## config.mk

```make
export PLATFORM = sky130hd
export DESIGN_NAME = ex_stage
export DESIGN_NICKNAME = d
export VERILOG_FILES = /design/src/rtl/ex_stage.sv
export SDC_FILE = /design/constraint.sdc
export NUM_CORES = 2
export LEC_CHECK = 0
export CORE_ASPECT_RATIO = 1.2
export CORE_MARGIN = 3
export CORE_UTILIZATION = 57
export CTS_CLUSTER_SIZE = 8
export DETAILED_ROUTE_END_ITERATION = 12
export PLACE_DENSITY = 0.84
export SLEW_MARGIN = 10
export SYNTH_ARGS = -nofsm -noshare
export SYNTH_HDL_FRONTEND = slang
export SYNTH_SLANG_ARGS = --single-unit
```

## constraint.sdc

```tcl
create_clock -name clk -period 7 [get_ports clk]
set_clock_uncertainty 0.2 [all_clocks]
set_input_delay 0.7 -clock clk [delete_from_list [all_inputs] [get_ports clk]]
set_output_delay 0.7 -clock clk [all_outputs]
set_load 0.01 [all_outputs]
```

## src/rtl/ex_stage.sv

```systemverilog
// Execute stage of the RV32IM pipeline: forwarding muxes, ALU, branch resolution and
// an iterative radix-2 multiply/divide unit that stalls the front end while it runs.
package ex_stage_pkg;
    typedef struct packed {
        logic        RegWrite;
        logic [1:0]  ResultSrc;
        logic        MemWrite;
        logic        Jump;
        logic        Jalr;
        logic        Branch;
        logic [3:0]  ALUControl;
        logic        ALUSrc;
        logic        MulDiv;
        logic [2:0]  funct3;
        logic [31:0] RD1;
        logic [31:0] RD2;
        logic [31:0] PC;
        logic [31:0] ImmExt;
        logic [31:0] PCPlus4;
        logic [4:0]  Rs1;
        logic [4:0]  Rs2;
        logic [4:0]  Rd;
    } idex_t;

    typedef struct packed {
        logic        RegWrite;
        logic [1:0]  ResultSrc;
        logic        MemWrite;
        logic [2:0]  funct3;
        logic [31:0] ALUResult;
        logic [31:0] WriteData;
        logic [4:0]  Rd;
        logic [31:0] PCPlus4;
        logic [31:0] ImmExt;
    } exmem_t;
endpackage

module ex_stage
    import ex_stage_pkg::*;
(
    input  logic        clk,
    input  logic        reset,
    input  idex_t       inputs,
    input  logic [1:0]  ForwardAE,
    input  logic [1:0]  ForwardBE,
    input  logic [31:0] ALUResultM,
    input  logic [31:0] ResultW,
    output exmem_t      outputs,
    output logic [31:0] PCTargetE,
    output logic        PCSrcE,
    output logic [4:0]  Rs1E,
    output logic [4:0]  Rs2E,
    output logic [4:0]  RdE,
    output logic        RegWriteE,
    output logic        BusyE
);
    typedef enum logic [1:0] {IDLE, BUSY, DONE} mdState_e;

    logic [31:0] srcA, writeData, srcB, aluResult, jalrSum, mdResult;
    logic        taken;

    always_comb begin
        case (ForwardAE)
            2'b01:   srcA = ResultW;
            2'b10:   srcA = ALUResultM;
            default: srcA = inputs.RD1;
        endcase
        case (ForwardBE)
            2'b01:   writeData = ResultW;
            2'b10:   writeData = ALUResultM;
            default: writeData = inputs.RD2;
        endcase
    end

    assign srcB = inputs.ALUSrc ? inputs.ImmExt : writeData;

    always_comb begin
        aluResult = '0;
        case (inputs.ALUControl)
            4'd0:    aluResult = srcA + srcB;
            4'd1:    aluResult = srcA - srcB;
            4'd2:    aluResult = srcA & srcB;
            4'd3:    aluResult = srcA | srcB;
            4'd4:    aluResult = srcA ^ srcB;
            4'd5:    aluResult = {31'b0, $signed(srcA) < $signed(srcB)};
            4'd6:    aluResult = {31'b0, srcA < srcB};
            4'd7:    aluResult = srcA << srcB[4:0];
            4'd8:    aluResult = srcA >> srcB[4:0];
            4'd9:    aluResult = $signed(srcA) >>> srcB[4:0];
            4'd10:   aluResult = srcB;
            default: aluResult = '0;
        endcase
    end

    always_comb begin
        taken = 1'b0;
        case (inputs.funct3)
            3'b000:  taken = (srcA == srcB);
            3'b001:  taken = (srcA != srcB);
            3'b100:  taken = ($signed(srcA) < $signed(srcB));
            3'b101:  taken = ($signed(srcA) >= $signed(srcB));
            3'b110:  taken = (srcA < srcB);
            3'b111:  taken = (srcA >= srcB);
            default: taken = 1'b0;
        endcase
    end

    assign jalrSum   = srcA + inputs.ImmExt;
    assign PCTargetE = inputs.Jalr ? (jalrSum & ~32'd1) : (inputs.PC + inputs.ImmExt);
    assign PCSrcE    = (inputs.Jump | (inputs.Branch & taken)) & ~BusyE;

    // Muldiv state. acc_q holds the product, or {remainder, quotient} while dividing.
    mdState_e    state_q, state_d;
    logic [5:0]  cnt_q;
    logic [63:0] acc_q;
    logic [31:0] opB_q, specVal_q;
    logic [2:0]  f3_q;
    logic        negA_q, negB_q, special_q;

    logic        entrySignedA, entrySignedB, entryNegA, entryNegB;
    logic        divZero, divOvf;
    logic [31:0] magA, magB, entrySpecVal;

    always_comb begin
        entrySignedA = 1'b1;
        entrySignedB = 1'b1;
        case (inputs.funct3)
            3'b010: entrySignedB = 1'b0;
            3'b011, 3'b101, 3'b111: begin
                entrySignedA = 1'b0;
                entrySignedB = 1'b0;
            end
            default: ;
        endcase
    end

    assign entryNegA    = entrySignedA & srcA[31];
    assign entryNegB    = entrySignedB & srcB[31];
    assign magA         = entryNegA ? -srcA : srcA;
    assign magB         = entryNegB ? -srcB : srcB;
    assign divZero      = inputs.funct3[2] & (srcB == 32'd0);
    assign divOvf       = inputs.funct3[2] & ~inputs.funct3[0] &
                          (srcA == 32'h8000_0000) & (srcB == 32'hFFFF_FFFF);
    assign entrySpecVal = divZero ? (inputs.funct3[1] ? srcA : 32'hFFFF_FFFF)
                                  : (inputs.funct3[1] ? 32'd0 : 32'h8000_0000);

    logic [32:0] mulSum, divShift;
    logic [31:0] divDiff;
    logic        divFits;
    logic [63:0] accStep;

    // Subtracting modulo 2^32 is exact when the trial fits, since the difference is below the divisor.
    assign mulSum   = {1'b0, acc_q[63:32]} + (acc_q[0] ? {1'b0, opB_q} : 33'd0);
    assign divShift = acc_q[63:31];
    assign divFits  = (divShift >= {1'b0, opB_q});
    assign divDiff  = divShift[31:0] - opB_q;
    assign accStep  = f3_q[2] ? {(divFits ? divDiff : divShift[31:0]), acc_q[30:0], divFits}
                              : {mulSum, acc_q[31:1]};

    always_ff @(posedge clk) begin
        if (reset) state_q <= IDLE;
        else       state_q <= state_d;
    end

    always_comb begin
        state_d = state_q;
        case (state_q)
            IDLE:    if (inputs.MulDiv) state_d = (divZero | divOvf) ? DONE : BUSY;
            BUSY:    if (cnt_q == 6'd31) state_d = DONE;
            DONE:    state_d = IDLE;
            default: state_d = IDLE;
        endcase
    end

    logic [63:0] prodFix;
    logic [31:0] quotFix, remFix, corrected;

    assign prodFix   = (negA_q ^ negB_q) ? -acc_q : acc_q;
    assign quotFix   = (negA_q ^ negB_q) ? -acc_q[31:0] : acc_q[31:0];
    assign remFix    = negA_q ? -acc_q[63:32] : acc_q[63:32];
    assign corrected = f3_q[2] ? (f3_q[1] ? remFix : quotFix)
                               : ((f3_q[1:0] == 2'b00) ? prodFix[31:0] : prodFix[63:32]);

    always_comb begin
        BusyE    = ((state_q == IDLE) & inputs.MulDiv) | (state_q == BUSY);
        mdResult = '0;
        if (state_q == DONE) mdResult = special_q ? specVal_q : corrected;
    end

    always_ff @(posedge clk) begin
        if (reset) begin
            cnt_q     <= '0;
            acc_q     <= '0;
            opB_q     <= '0;
            specVal_q <= '0;
            f3_q      <= '0;
            negA_q    <= 1'b0;
            negB_q    <= 1'b0;
            special_q <= 1'b0;
        end else begin
            case (state_q)
                IDLE: if (inputs.MulDiv) begin
                    f3_q      <= inputs.funct3;
                    negA_q    <= entryNegA;
                    negB_q    <= entryNegB;
                    opB_q     <= magB;
                    acc_q     <= {32'd0, magA};
                    cnt_q     <= '0;
                    special_q <= divZero | divOvf;
                    specVal_q <= entrySpecVal;
                end
                BUSY: begin
                    acc_q <= accStep;
                    cnt_q <= cnt_q + 6'd1;
                end
                default: ;
            endcase
        end
    end

    always_comb begin
        outputs           = '0;
        outputs.RegWrite  = inputs.RegWrite;
        outputs.ResultSrc = inputs.ResultSrc;
        outputs.MemWrite  = inputs.MemWrite;
        outputs.funct3    = inputs.funct3;
        outputs.ALUResult = inputs.MulDiv ? mdResult : aluResult;
        outputs.WriteData = writeData;
        outputs.Rd        = inputs.Rd;
        outputs.PCPlus4   = inputs.PCPlus4;
        outputs.ImmExt    = inputs.ImmExt;
    end

    assign Rs1E      = inputs.Rs1;
    assign Rs2E      = inputs.Rs2;
    assign RdE       = inputs.Rd;
    assign RegWriteE = inputs.RegWrite;
endmodule

```

==> results of run 1 <==
synth_stat cells, types with 40 or more instances:
cell type  number  area (um^2)
inv_1         177          664
nand2b_1       46          288
nor3_1         65          325
ha_1          232         2900
mux2i_1       193         1930
o22ai_1        56          350
a221oi_1       49          429
buf_2          49          245
nor2_1        330         1240
o31ai_1        43          323
o211ai_1       76          571
buf_4          96          721
a211oi_1       67          503
o21ai_0       296         1480
a22oi_1        63          473
a21o_1         76          571
nand2_1       523         1960
a31oi_1        58          363
xor2_1         91          797
a21oi_1       368         1840
dfxtp_1       142         2840
clkbuf_1      228          856
xnor2_1       178         1560
nand3_1        70          350
a22o_1         40          350
stage by stage:
stage | cells | hold slack, ns | instance area, um^2 | worst slack (ns) | util (%)
CTS | 5274 | 0.239 | 35200 | 0.0167 | 69.8
detailed placement | 5242 | 0.230 | 34600 | -0.405 | 68.5
floorplan | 4259 | 0.214 | 29200 | 0.625 | -
global placement | 5242 | 0.223 | 34600 | -0.287 | 68.5
cell families after synthesis:
logic type	Yosys count	share of synthesized area (%)
buf+inv	599	9.37
fa+ha+maj	238	10.4
flops	142	9.74
mux	230	8.12
compound gates	1489	33.9
simple gates	1292	20.5
xor+xnor	269	8.07
layer usage:
metal | global-route usage [%] | GRT overflow
met1 | 62.6 | 0
met2 | 85.6 | 1
met3 | 37.1 | 0
met4 | 63.6 | 4
met5 | 5.54 | 0
timing repair:
item / CTS
endpoints found under the setup margin: 9
hold buffers: 0
gates resized for setup: 8
==> metrics.md, run 1 <==
| Metric | Value |
|---|---|
| Post-CTS setup buffer count | 0 |
| Syn Inst Count | 4259 |
| Num CTS Buffers | 17 |
| Largest net degree at the start of global routing | 62 |
| Clock tree buffer depth | 2 |
| Post-synth ARST share | 0% |
| GPL Wtd Cong | 1.24 |
| First-pass GRT wire length | 252000 um |
| Avg Inst Size Synth | 6.85 um^2 |
| Post-synthesis sequential area ratio | 9.74% |
| Gr ovfl total | 5 |
| Tot GR Track Use | 62.2% |
| Die height | 254 um |
| Vias in the first global route | 38706 |
| Flops & latches, synth | 142 |
| Die width | 213 um |
| Syn. warnings | 0 |
| CTS H-Tree Depth | 4 |
| Halt Reason | [ERROR GRT-0116] Global routing finished with congestion. Check the congestion regions in the DRC Viewer. |
| Row count | 90 |
| Starting Density | 57.9% |
| Primary FF master, synth | dfxtp_1 |
| # IOs | 451 |
| Distinct cells, synth | 105 |
| Post-synth EDFFs | 0 |
| Post-DP HPWL | 127000 um |
| Mapped Area | 29200 um^2 |
| Port buffer count | 342 |
| Status | aborted with a tool error |
| Clock Sinks | 142 |
| Mapped Nets | 4758 |
| Exit stage | global routing |
| Root buffer cell | clkbuf_16 |
==> run 2: changes to the inputs <==
==> config.mk (replaced) <==
export PLATFORM = sky130hd
export DESIGN_NAME = ex_stage
export DESIGN_NICKNAME = d
export VERILOG_FILES = /design/src/rtl/ex_stage.sv
export SDC_FILE = /design/constraint.sdc
export NUM_CORES = 2
export LEC_CHECK = 0
export CORE_MARGIN = 3
export CORE_UTILIZATION = 40
export DETAILED_ROUTE_END_ITERATION = 12
export PLACE_DENSITY_LB_ADDON = 0.15
export SLEW_MARGIN = 10
export SYNTH_ARGS = -nofsm -noshare
export SYNTH_HDL_FRONTEND = slang
export SYNTH_SLANG_ARGS = --single-unit
==> metrics.md, run 2 <==
| Metric | Value |
|---|---|
| CTS tree | built |
| Fin crit share | 98.3% |
| Commonest non-fill, non-tap cell in the layout | nand2_1 |
| Max-cap viol count | 0 |
| Clock Sinks | 142 |
| Status | complete, no violations |
| End-of-flow core utilization | 50.5% |
| Die Area | 76300 um^2 |
| Worst-path clk slew | 0.06 ns |
| Port buffer count | 342 |
| Final hold vios | 0 |
| Mapped Nets | 4758 |
| Wire per inst | 28.9 um |
| Final hold slack | 0.238 ns |
| FF/Latch Area | 2850 um^2 |
| Post-synth ARST share | 0% |
| Worst slew pin tran | 1.04 ns |
| Buf/Inv on CP | 6 |
| RR Endpoint | acc_q[0] |
| GPL Wtd Cong | 1.10 |
| Distinct cells, synth | 105 |
| Primary FF master, synth | dfxtp_1 |
| Final setup viols | 0 |
| Routed WL | 163000 um |
| Highest-delay cell along the critical path | o21ai_1 |
| Relative slew slack | 29.9% |
| CP Class | in -> out |
| Pwr/cell area | 197 nW/um^2 |
| Worst setup SP type | primary input |
| CTS H-Tree Depth | 4 |
| Fmax | 0.145 GHz |
| Most common cell in the netlist | nand2_1 |
| # DRC | 0 |
| Most frequent cells in the layout | nand2_1, buf_4, a21oi_1, clkdlybuf4s50_1, nor2_1 |
| Layout cells sized above 1 | 14.2% |
| WP data required | 6.10 ns |
| Worst Reg-to-Reg Cells | 13 |
| Worst-Skew Late Latency | 0.45 ns |
| Crit path from | ForwardAE[0] |
| Mapped Area | 29200 um^2 |
| Reg2Reg Setup Slack | 2.29 ns |
| Drt pass-1 iters | 6 |
| CP Capture Type | output pin |
| Area of the multi-input gates | 23900 um^2 |
| Syn. warnings | 0 |
| Vias/cell | 6.38 |
| Yosys top cell area share | 9.94% |
| Largest net degree at the start of global routing | 62 |
| Total Neg Setup Slack | 0 ns |
| HP Class | reg -> reg |
| Post-DP HPWL | 134000 um |
| # IOs | 451 |
| Post-synthesis sequential area ratio | 9.74% |
| Via count | 36116 |
| WP data arrival | 5.98 ns |
| Syn Inst Count | 4259 |
| Area contributors post-synth | ha_1, dfxtp_1, nand2_1 |
| Gr ovfl total | 0 |
| Crit path cell chain | clkdlybuf4s50_1 > ha_1 > buf_4 > a22oi_1 > o21ai_1 > ha_1 > buf_4 > and4_1 > a31oi_1 > o221ai_1 > a21oi_1 > o31ai_2 > buf_4 > buf_4 > a31oi_2 > o221a_2 > mux2i_1 > o21ai_0 > o211ai_1 > clkdlybuf4s50_1 |
| Number of flip-flops in the largest register | 64 |
| Die height | 276 um |
| Flops & latches, synth | 142 |
| Avg Inst Size Synth | 6.85 um^2 |
| Row count | 98 |
| VDD IR max | 199 uV |
| Most used cell along the critical path | buf_4 |
| LEAKAGE | 15.5 nW |
| Starting Density | 40.6% |
| Area leader, netlist | ha_1 |
| Clock tree buffer depth | 2 |
| Top delay family on crit path | compound AO/OA/AOI/OAI gates |
| Num CTS Buffers | 17 |
| Worst path depth | 20 |
| Final ANT Viol Nets | 0 |
| Max incr delay on CP | 0.83 ns |
| Top cells by count, synth | nand2_1, a21oi_1, nor2_1 |
| Vias in the first global route | 34881 |
| Root buffer cell | clkbuf_16 |
| Antenna violations before repair | 8 |
| Layout fillers | 7445 |
| Crit path to | outputs[132] |
| Tot GR Track Use | 40.5% |
| Final Max Tran Viols | 0 |
| Synth-to-Final Area Change | 24.3% |
| Most flop-heavy register | acc_q |
| Launching point of the worst reg2reg path | acc_q[31] |
| Die width | 276 um |
| First-pass GRT wire length | 234000 um |
| Crit path time final | 6.88 ns |
| Post-synth EDFFs | 0 |
| Core ar. | 71900 um^2 |
| DR iter-0 viols | 4208 |
| CP max FO | 13 |
| Nets@finish | 5190 |
| RSZ-0062 raised after global routing | no |
| Largest registers | acc_q x64, opB_q x32, specVal_q x32 |
==> run 2: repair_timing <==
action / 4_1_cts / 5_1_grt
hold buffers: 0 / 0
endpoints found under the setup margin: 6 / 21
resized for setup: 12 / 33
pin swaps: 2 / 6
buffers inserted: 0 / 3
==> run 2: worst min-delay path by stage <==
stage             startpoint       endpoint  slack [ns]  cells past startpoint
6_report       specVal_q[23]  specVal_q[23]        0.24                      2
5_1_grt        specVal_q[14]  specVal_q[14]        0.25                      2
4_1_cts         specVal_q[3]   specVal_q[3]        0.24                      2
3_5_place_dp   specVal_q[19]  specVal_q[19]        0.23                      2
3_3_place_gp    specVal_q[0]   specVal_q[0]        0.22                      2
2_1_floorplan   specVal_q[3]   specVal_q[3]        0.21                      2
==> run 2: area by class of cell <==
| type | instances | area share, % |
|---|---|---|
| Timing Repair Buffer | 824 | 19.6 |
| Tap cell | 950 | 3.28 |
| Multi-Input combinational cell | 3518 | 65.8 |
| Sequential cell | 142 | 7.84 |
| Inverter | 188 | 1.94 |
| Antenna cell | 5 | 0.0345 |
| Clock buffer | 19 | 1.22 |
| Clock inverter | 13 | 0.314 |
==> run 2: logic make-up after synthesis <==
| logic type | share of synthesized area, % |
|---|---|
| flip-flops | 9.74 |
| XOR/XNOR | 8.07 |
| multiplexers | 8.12 |
| adder cells (fa/ha/maj) | 10.4 |
| buffers and inverters | 9.37 |
| AND/OR/NAND/NOR | 20.5 |
| AO/OA/AOI/OAI | 33.9 |
==> run 2: power by group <==
| part | total [W] | switching [W] | internal [W] |
|---|---|---|---|
| clock | 0.000903 | 0.000404 | 0.000499 |
| sequential | 0.00103 | 0.000138 | 0.000888 |
| combinational | 0.00521 | 0.00314 | 0.00207 |
| total | 0.00714 | 0.00368 | 0.00346 |
==> run 2: worst reg2reg max path, cell delays in order, from the launching register on <==
cell,delay [ns]
dfxtp_1,0.53
inv_1,0.30
ha_1,0.31
nor2b_1,0.16
o31a_1,0.22
o311ai_0,0.13
buf_4,0.18
a211oi_1,0.51
o221ai_1,0.37
o21ai_4,0.65
nand2_1,0.50
a21oi_1,0.27
a211oi_1,0.07
a211oi_1,0.21
==> run 2: per-stage QoR <==
step | setup slack [ns] | total power [W] | cell area (um^2) | instances
2_1_floorplan | 0.625 | 0.00401 | 29200 | 4259
3_5_place_dp | -0.507 | 0.00605 | 35500 | 5619
4_1_cts | 0.00175 | 0.00698 | 36100 | 5651
3_3_place_gp | -0.388 | 0.00606 | 35500 | 5619
6_report | 0.122 | 0.00714 | 36300 | 5659
5_1_grt | 0.00213 | 0.00749 | 36300 | 5656
==> run 2: routing by layer <==
metal | wire, um | vias up | track usage, %
met4 | 15300 | 6 | 31.0
met5 | 35 | - | 0
met2 | 72200 | 2218 | 65.3
met1 | 61300 | 16896 | 46.8
li1 | - | 16382 | -
met3 | 14600 | 614 | 8.80
Power figures use the tool's default switching activity.
